$ cat config.mk
export PLATFORM = sky130hd
export DESIGN_NAME = sram_tile_reader
export DESIGN_NICKNAME = d
export VERILOG_FILES = /design/src/rtl/sram_tile_reader.sv
export SDC_FILE = /design/constraint.sdc
export NUM_CORES = 1
export LEC_CHECK = 0
export CAP_MARGIN = 20
export CELL_PAD_IN_SITES_DETAIL_PLACEMENT = 1
export CELL_PAD_IN_SITES_GLOBAL_PLACEMENT = 1
export CORE_UTILIZATION = 46
export CTS_BUF_LIST = sky130_fd_sc_hd__clkbuf_4 sky130_fd_sc_hd__clkbuf_8
export DETAILED_ROUTE_END_ITERATION = 8
export MAX_ROUTING_LAYER = met4
export PLACE_DENSITY = 0.82
export REMOVE_ABC_BUFFERS = 1
export SKIP_LAST_GASP = 1
export SYNTH_ARGS = -nofsm -noshare
export SYNTH_HDL_FRONTEND = slang
export SYNTH_SLANG_ARGS = --single-unit
$ cat constraint.sdc
create_clock -name clk -period 3.25 [get_ports clk]
set_input_delay 0.8125 -clock clk [delete_from_list [all_inputs] [get_ports clk]]
set_output_delay 0.8125 -clock clk [all_outputs]
set_load 0.03 [all_outputs]
$ cat src/rtl/sram_tile_reader.sv
// Load-path tile reader: issues fixed-latency SRAM reads for incoming address beats and
// returns data with row/col tags in order through a credit-protected output FIFO.

module sram_tile_reader_chk #(
    parameter int CNT_W      = 3,
    parameter int FIFO_DEPTH = 4
) (
    input  logic             clk,
    input  logic             rst_n,
    input  logic             wr,
    input  logic [CNT_W-1:0] occ,
    input  logic [CNT_W-1:0] cnt
);
    localparam logic [CNT_W-1:0] DEPTH_C = CNT_W'(FIFO_DEPTH);

    a_no_fifo_overflow: assert property (@(posedge clk) disable iff (!rst_n) !(wr && (occ == DEPTH_C)));
    a_credit_range:     assert property (@(posedge clk) disable iff (!rst_n) (cnt <= DEPTH_C));
endmodule

module sram_tile_reader #(
    parameter int ADDR_W     = 16,
    parameter int DATA_W     = 32,
    parameter int SRAM_LAT   = 2,
    parameter int FIFO_DEPTH = 4
) (
    input  logic              clk,
    input  logic              rst_n,
    input  logic              in_valid,
    output logic              in_ready,
    input  logic [ADDR_W-1:0] in_addr,
    input  logic [15:0]       in_row,
    input  logic [15:0]       in_col,
    input  logic              in_tile_done,
    output logic              sram_re,
    output logic [ADDR_W-1:0] sram_addr,
    input  logic [DATA_W-1:0] sram_rdata,
    output logic              out_valid,
    input  logic              out_ready,
    output logic [DATA_W-1:0] out_data,
    output logic [15:0]       out_row,
    output logic [15:0]       out_col,
    output logic              tile_complete,
    output logic              busy
);
    localparam int PTR_W = (FIFO_DEPTH > 1) ? $clog2(FIFO_DEPTH) : 1;
    localparam int CNT_W = $clog2(FIFO_DEPTH + 1);
    localparam logic [CNT_W-1:0] DEPTH_C    = CNT_W'(FIFO_DEPTH);
    localparam logic [CNT_W-1:0] ZERO_C     = {CNT_W{1'b0}};
    localparam logic [CNT_W-1:0] ONE_C      = CNT_W'(1);
    localparam logic [PTR_W-1:0] LAST_PTR_C = PTR_W'(FIFO_DEPTH - 1);

    typedef enum logic [1:0] {
        ST_IDLE   = 2'd0,
        ST_ACTIVE = 2'd1,
        ST_DRAIN  = 2'd2,
        ST_DONE   = 2'd3
    } state_t;

    function automatic logic [PTR_W-1:0] ptr_inc(input logic [PTR_W-1:0] p);
        return (p == LAST_PTR_C) ? {PTR_W{1'b0}} : (p + PTR_W'(1));
    endfunction

    state_t                       state_r;
    logic [CNT_W-1:0]             cnt_r;
    logic [CNT_W-1:0]             cnt_nxt_s;
    logic [CNT_W-1:0]             occ_r;
    logic [PTR_W-1:0]             wr_ptr_r;
    logic [PTR_W-1:0]             rd_ptr_r;
    logic [SRAM_LAT-1:0]          tag_vld_r;
    logic [SRAM_LAT-1:0][15:0]    tag_row_r;
    logic [SRAM_LAT-1:0][15:0]    tag_col_r;
    logic [DATA_W-1:0]            mem_data_r [FIFO_DEPTH];
    logic [15:0]                  mem_row_r  [FIFO_DEPTH];
    logic [15:0]                  mem_col_r  [FIFO_DEPTH];
    logic                         done_pend_s;
    logic                         accept_s;
    logic                         pop_s;
    logic                         wr_s;

    assign done_pend_s   = (state_r == ST_DRAIN) || (state_r == ST_DONE);
    assign in_ready      = (cnt_r < DEPTH_C) && !done_pend_s;
    assign accept_s      = in_valid && in_ready;
    assign sram_re       = accept_s;
    assign sram_addr     = in_addr;
    assign out_valid     = (occ_r != ZERO_C);
    assign pop_s         = out_valid && out_ready;
    assign wr_s          = tag_vld_r[SRAM_LAT-1];
    assign tile_complete = (state_r == ST_DONE);
    assign busy          = (cnt_r != ZERO_C) || (state_r != ST_IDLE);

    // Head is masked while empty so stale entries never appear on out_*.
    assign out_data = out_valid ? mem_data_r[rd_ptr_r] : {DATA_W{1'b0}};
    assign out_row  = out_valid ? mem_row_r[rd_ptr_r]  : 16'h0000;
    assign out_col  = out_valid ? mem_col_r[rd_ptr_r]  : 16'h0000;

    // Next credit count: reads in flight plus FIFO occupancy.
    always_comb begin
        cnt_nxt_s = cnt_r;
        case ({accept_s, pop_s})
            2'b10:   cnt_nxt_s = cnt_r + ONE_C;
            2'b01:   cnt_nxt_s = cnt_r - ONE_C;
            default: cnt_nxt_s = cnt_r;
        endcase
    end

    // Credit counter register.
    always_ff @(posedge clk or negedge rst_n) begin
        if (!rst_n) begin
            cnt_r <= ZERO_C;
        end else begin
            cnt_r <= cnt_nxt_s;
        end
    end

    // Tag pipe tracks each issued read until its data returns from SRAM.
    always_ff @(posedge clk or negedge rst_n) begin
        if (!rst_n) begin
            tag_vld_r <= {SRAM_LAT{1'b0}};
            tag_row_r <= {(SRAM_LAT*16){1'b0}};
            tag_col_r <= {(SRAM_LAT*16){1'b0}};
        end else begin
            tag_vld_r[0] <= accept_s;
            tag_row_r[0] <= in_row;
            tag_col_r[0] <= in_col;
            for (int i = 1; i < SRAM_LAT; i++) begin
                tag_vld_r[i] <= tag_vld_r[i-1];
                tag_row_r[i] <= tag_row_r[i-1];
                tag_col_r[i] <= tag_col_r[i-1];
            end
        end
    end

    // FIFO storage; only written when the matching read data lands.
    always_ff @(posedge clk) begin
        if (wr_s) begin
            mem_data_r[wr_ptr_r] <= sram_rdata;
            mem_row_r[wr_ptr_r]  <= tag_row_r[SRAM_LAT-1];
            mem_col_r[wr_ptr_r]  <= tag_col_r[SRAM_LAT-1];
        end
    end

    // FIFO pointers and occupancy.
    always_ff @(posedge clk or negedge rst_n) begin
        if (!rst_n) begin
            wr_ptr_r <= {PTR_W{1'b0}};
            rd_ptr_r <= {PTR_W{1'b0}};
            occ_r    <= ZERO_C;
        end else begin
            if (wr_s) begin
                wr_ptr_r <= ptr_inc(wr_ptr_r);
            end
            if (pop_s) begin
                rd_ptr_r <= ptr_inc(rd_ptr_r);
            end
            case ({wr_s, pop_s})
                2'b10:   occ_r <= occ_r + ONE_C;
                2'b01:   occ_r <= occ_r - ONE_C;
                default: occ_r <= occ_r;
            endcase
        end
    end

    // Tile tracking; DRAIN looks at the next credit count so completion follows the final pop directly.
    always_ff @(posedge clk or negedge rst_n) begin
        if (!rst_n) begin
            state_r <= ST_IDLE;
        end else begin
            case (state_r)
                ST_IDLE: begin
                    if (in_tile_done) begin
                        state_r <= ST_DRAIN;
                    end else if (accept_s) begin
                        state_r <= ST_ACTIVE;
                    end
                end
                ST_ACTIVE: begin
                    if (in_tile_done) begin
                        state_r <= ST_DRAIN;
                    end
                end
                ST_DRAIN: begin
                    if (cnt_nxt_s == ZERO_C) begin
                        state_r <= ST_DONE;
                    end
                end
                ST_DONE: state_r <= ST_IDLE;
                default: state_r <= ST_IDLE;
            endcase
        end
    end

    sram_tile_reader_chk #(
        .CNT_W      (CNT_W),
        .FIFO_DEPTH (FIFO_DEPTH)
    ) u_chk (
        .clk   (clk),
        .rst_n (rst_n),
        .wr    (wr_s),
        .occ   (occ_r),
        .cnt   (cnt_r)
    );
endmodule

=== Yosys cells after proc, flatten, opt, wreduce, memory -nomap -nowiden ===
Memory sizes are Yosys's and may differ from the RTL's.
Index checks and enable logic that the tools add are counted.

* Add/subtract/negate cells: 6
* Order comparisons: 1
* Eq/ne operators: 12
* Multiplexer cells: 14
* Reductions and logical operators: 13

{| class="wikitable"
|+ Operators by type and width
! operator !! count
|-
| $mux W16 || 2
|-
| $mux W32 || 1
|-
| $eq A2 B2 Y1 const B || 6
|-
| $mux W2 || 6
|-
| $pmux W3 S2 || 2
|-
| $pmux W2 S4 || 1
|-
| $add A3 B1 Y3 const B || 2
|-
| $eq A2 B1 Y1 const B || 3
|-
| $reduce_bool A3 Y1 || 2
|-
| $sub A3 B1 Y3 const B || 2
|-
| $add A2 B1 Y2 const B || 2
|-
| $reduce_bool A2 Y1 || 2
|-
| $logic_and A1 B1 Y1 || 3
|-
| $logic_not A3 Y1 || 1
|-
| $lt A3 B3 Y1 const B || 1
|-
| $ne A3 B3 Y1 const B || 1
|-
| $reduce_and A3 Y1 || 1
|-
| $logic_not A2 Y1 || 1
|-
| $logic_or A1 B1 Y1 || 2
|-
| $mux W1 || 2
|-
| $ne A2 B1 Y1 const B || 1
|-
| $ne A2 B2 Y1 const B || 1
|-
| $logic_not A1 Y1 || 1
|}

* Register bits after elaboration: 78
* Bits in writable memories: 256
* Input port bits: 85
* Output and inout bits: 85
* Word-level logic and storage cells: 59
* Memories: 3

{| class="wikitable"
|+ Memory list
! memory !! depth !! width !! read ports !! clocked after Yosys merged registers in !! wr ports !! RTL line !! source
|-
| mem_data_r || 4 || 32 || 1 || 0 || 1 || 72 || <nowiki>logic [DATA_W-1:0] mem_data_r [FIFO_DEPTH];</nowiki>
|-
| mem_col_r || 4 || 16 || 1 || 0 || 1 || 74 || <nowiki>logic [15:0] mem_col_r [FIFO_DEPTH];</nowiki>
|-
| mem_row_r || 4 || 16 || 1 || 0 || 1 || 73 || <nowiki>logic [15:0] mem_row_r [FIFO_DEPTH];</nowiki>
|}

=== Longest topological paths before layout ===
Gate-level depths: netlist of run 1.

* Depth after elaboration: 10
* Gate-level depth with buffers: 11
* Mapped depth without buffers: 11

=== Worst setup path after synthesis of run 1 ===
OpenSTA, ideal clock, no wires.

* Path type: flip-flop to flip-flop
* Start point: register state_r[0]
* End point: register state_r[0]
* Setup time: 0.079 ns
* Arrival: 2.505 ns
* Required time: 3.171 ns
* Slack: 0.666 ns
* Cell stages (with the launch flop): 11
* Buffers on the path: 0
* Clock period less this slack: 2.584 ns
* Cell sequence: dfrtp_1 ha_1 or4b_4 ha_1 inv_1 fa_1 xor2_1 or3_1 nand3_2 a21oi_2 mux2i_1

* Word-level cells in the longest chain between the ends: 10
* Elaborated cells between the ends (all ways): 17
* Classes of those cells: eq/ne (8); mux (2); reduce/logical (7)

{| class="wikitable"
|+ Ends and longest elaborated chain
! element !! RTL line !! source
|-
| from (decl) || 63 || <nowiki>state_t state_r;</nowiki>
|-
| from (signal assigned) || 166 || <nowiki>state_r <= ST_IDLE;</nowiki>
|-
| from (signal assigned) || 171 || <nowiki>state_r <= ST_DRAIN;</nowiki>
|-
| from (signal assigned) || 173 || <nowiki>state_r <= ST_ACTIVE;</nowiki>
|-
| $eq A2 B2 Y1 * || n/a ||
|-
| net tile_complete || 42 || <nowiki>output logic tile_complete,</nowiki>
|-
| $logic_or A1 B1 Y1 || 80 || <nowiki>assign done_pend_s = (state_r == ST_DRAIN) || (state_r == ST_DONE);</nowiki>
|-
| $logic_not A1 Y1 || 81 || <nowiki>assign in_ready = (cnt_r < DEPTH_C) && !done_pend_s;</nowiki>
|-
| $logic_and A1 B1 Y1 || 81 ||
|-
| $logic_and A1 B1 Y1 || 82 || <nowiki>assign accept_s = in_valid && in_ready;</nowiki>
|-
| $eq A2 B1 Y1 or $eq A2 B2 Y1 (tied branches) || 99 || <nowiki>case ({accept_s, pop_s})</nowiki>
|-
| $pmux W3 S2 || 99 ||
|-
| $logic_not A3 Y1 || 182 || <nowiki>if (cnt_nxt_s == ZERO_C) begin</nowiki>
|-
| $ne A2 B1 Y1 (no line) || n/a ||
|-
| $reduce_and A3 Y1 (no line) || n/a ||
|}

The timed path passes the listed nets; every way through them passes the cells marked *.
A chain may end at the register's enable or synchronous reset.

=== Worst setup path after layout of run 1 ===
* Start point: register rd_ptr_r[0]
* End point: output port out_data[11]

* Word-level cells in the longest chain between the ends: 2

{| class="wikitable"
|+ Ends and longest elaborated chain
! element !! RTL line !! source
|-
| from (decl) || 68 || <nowiki>logic [PTR_W-1:0] rd_ptr_r;</nowiki>
|-
| from (signal assigned) || 146 || <nowiki>rd_ptr_r <= {PTR_W{1'b0}};</nowiki>
|-
| from (signal assigned) || 153 || <nowiki>rd_ptr_r <= ptr_inc(rd_ptr_r);</nowiki>
|-
| $mem_v2 Z4 W32 || n/a ||
|-
| $mux W32 || 92 || <nowiki>assign out_data = out_valid ? mem_data_r[rd_ptr_r] : {DATA_W{1'b0}};</nowiki>
|-
| to (decl) || 39 || <nowiki>output logic [DATA_W-1:0] out_data,</nowiki>
|}

Every way passes these cells.

==> flow_summary.ini, run 1 <==
[outcome]
status = finished, final reports clean

[route]
drc = 0
postRouteAntennaNets = 0
via_per_inst = 5.21
drtIter0Drc = 354
drtPass1Iterations = 4
post_drt_wl_per_cell_um = 22.1
routed_wl_um = 24700
vias = 5825

[logic_synthesis]
synth.most_common_cell = edfxtp_1
async_reset_ff_frac = 0.234
ys_ff_latch = 334
synth_area_mm2 = 0.0122
syn_area_per_cell_um2 = 21.6
yosys_most_used_dff = edfxtp_1
yosys-top-cells-area = edfxtp_1 (63%), dfrtp_1 (16%), mux4_2 (12%), and2_1 (3.5%), ha_1 (1.2%)
seq_area_frac_synth = 0.788
yosysTopAreaCellShare = 0.628
synth_area_leader_cell = edfxtp_1
yosys-top-cells-count = edfxtp_1 (256), dfrtp_1 (78), and2_1 (69), mux4_2 (64), buf_4 (16)
synthDistinctLibCells = 29
synth-edff-count = 256
netlist_instances = 566
ys_warn_count = 0

[clock_network]
htree_levels = 2
clk_pin_slew_worst_paths_ns = 0.06
clock_latency_ns = 0.57
ctsHoldBuffers = 0
cts.sink_count = 334
cts_buffer_depth = 3
cts_tree = built
cts_root_buf = clkbuf_8
cts_buffers = 53

[global_route]
grt_max_degree = 65
grt.overflow.total = 0
antenna_found_initial = 2
grt_pass1_wl_um = 37400
globalRouteTotalUtil = 0.193
grt_pass1_vias = 6547

[final_layout]
nNetsFinal = 837
fillerInstances = 2310
synthToLayoutAreaGrowth_pct = 23.1
utilization = 0.578
final_area_mm2 = 0.0151
drive_above_1_share = 0.254
final_cells = 1118

[critical_path]
r2r_cells = 12
r2r_start = occ_r[0]$_DFFE_PN0P_
path_class = flop to output pin
ff2ff_setup_slack_ns = 0.36
setup.worst_path.start_class = flop
cp-end-kind = output pin
arrival_ns = 2.42
slowest_delay_ns = 0.55
crit_path_top_delay_cell = mux4_2
required_ns = 2.44
cp_cell_sequence = buf_4 > buf_12 > mux4_2 > and2_1 > dlygate4sd2_1
crit_fanout = 21
reg2reg_to = state_r[0]$_DFFE_PN0P_

[sta]
min_period_over_period = 0.994
relSlewSlack = 0.299
skew_ns = 0.0103
tightestPinTransition_ns = 1.05
rsz0062_at_grt = yes
period_needed_ns = 3.23
hold_viol = 0
final_max_slew_viol_count = 0
fmaxAchievable_mhz = 310
setup_viol = 0
timing.final.ws_setup_ns = 0.0194

[run]
max-cap-violations = 0

[pwr]
leakage_nw = 5.45
p_total_w = 0.0142
power_density_mw_per_mm2 = 942
vdd_drop_max_mv = 0.553

[placement]
place_inst = 1011
port_buffers = 137
placed_area_mm2 = 0.0139
globalplace.congestion = 0.770
dp_slack_ns = 0.0180
dp_hpwl_um = 14600

[floorplan]
die_w_um = 165
pin_count = 170
start_util = 0.469
die_height_um = 165
die_area_mm2 = 0.0272
rows = 59
coreArea_mm2 = 0.0261

[hold_path]
hold_class = input port to asynchronous set/reset pin
[repair_timing]
action,4_1_cts,5_1_grt
gates cloned,1,0
endpoints found under the hold margin,0,0
endpoints found under the setup margin,63,35
gates resized for setup,68,19
buffers inserted,3,3
[through the flow]
step                hold WS [ns]  TNS [ns]
finish                     0.306         0
global route               0.335     -1.56
CTS                        0.323     -2.66
detailed placement         0.336         0
global placement           0.335         0
floorplan                  0.331    -69.48
[final cells by class]
cell class	instances	area [um^2]	area share
repair buffers	154	1490	0.0987
clock inverters	15	125	0.00831
diodes	2	5.00	0.000332
inverters	14	52.6	0.00349
flip-flops and latches	334	9650	0.641
clock buffers	83	1000	0.0667
well taps	335	419	0.0278
multi-input cells	181	2320	0.154
[routing by layer]
metal,global-route usage,routed length [um]
met4,0.0534,399
met1,0.243,10100
met3,0.0445,1680
met2,0.315,12500
met5,-,0
[worst max-delay path: cells and delay by family (launching register included)]
kind                   cells  cell delay (ns)
AND/OR/NAND/NOR            1             0.18
multiplexers               1             0.55
buffers and inverters      3             0.68
flip-flops                 1             0.43
[flip-flops by register name, summed over array words and instances, names as in the netlist]
name	count
tag_vld_r	2
mem_data_r	128
rd_ptr_r	2
wr_ptr_r	2
tag_row_r	32
occ_r	3
state_r	2
cnt_r	3
tag_col_r	32
mem_col_r	64
mem_row_r	64
[cells in the final DEF, fill, tap and decap left out, types with 3 or more instances in the layout]
master / n
clkbuf_2: 8
inv_1: 12
xor2_1: 3
nor2_1: 3
buf_4: 15
mux2i_1: 5
clkbuf_4: 22
dfrtp_1: 76
clkinv_1: 8
clkdlybuf4s50_1: 71
ha_1: 12
dlygate4sd2_1: 51
mux4_2: 64
clkbuf_8: 61
and2_4: 4
nand2_1: 3
edfxtp_1: 256
clkinv_2: 3
buf_12: 3
and2_1: 65
[cells by family after synthesis]
group | synth area share
flip-flops | 0.788
adder cells (fa/ha/maj) | 0.0155
AO/OA/AOI/OAI | 0.00368
XOR/XNOR | 0.00358
buffers and inverters | 0.0235
AND/OR/NAND/NOR | 0.0429
multiplexers | 0.123
[how the worst max path moves through the flow]
stage	start	to	slack, ns
final	rd_ptr_r[0]$_DFFE_PN0N_	out_data[11]	0.02
after detailed placement	in_valid	state_r[0]$_DFFE_PN0P_	0.02
after global routing	rd_ptr_r[0]$_DFFE_PN0N_	out_data[11]	-0.09
after floorplan	rd_ptr_r[0]$_DFFE_PN0N_	out_col[0]	-1.08
after CTS	rd_ptr_r[0]$_DFFE_PN0N_	out_row[11]	-0.17
after global placement	in_valid	state_r[1]$_DFFE_PN0P_	0.16
[where the power goes]
group / internal, W / leakage [nW] / total [W] / switching, W
logic: 0.00214 / 1.61 / 0.00508 / 0.00293
registers: 0.00519 / 3.23 / 0.00541 / 0.000218
clock network: 0.00213 / 0.603 / 0.00370 / 0.00158
total: 0.00946 / 5.45 / 0.0142 / 0.00473
Power figures use the tool's default switching activity.
==> run 2: changes to the inputs <==
Settings changed: TNS_END_PERCENT set to 100.
==> results of run 2 <==
Same layout as run 1: the final DEF is identical, and so are final timing and power.
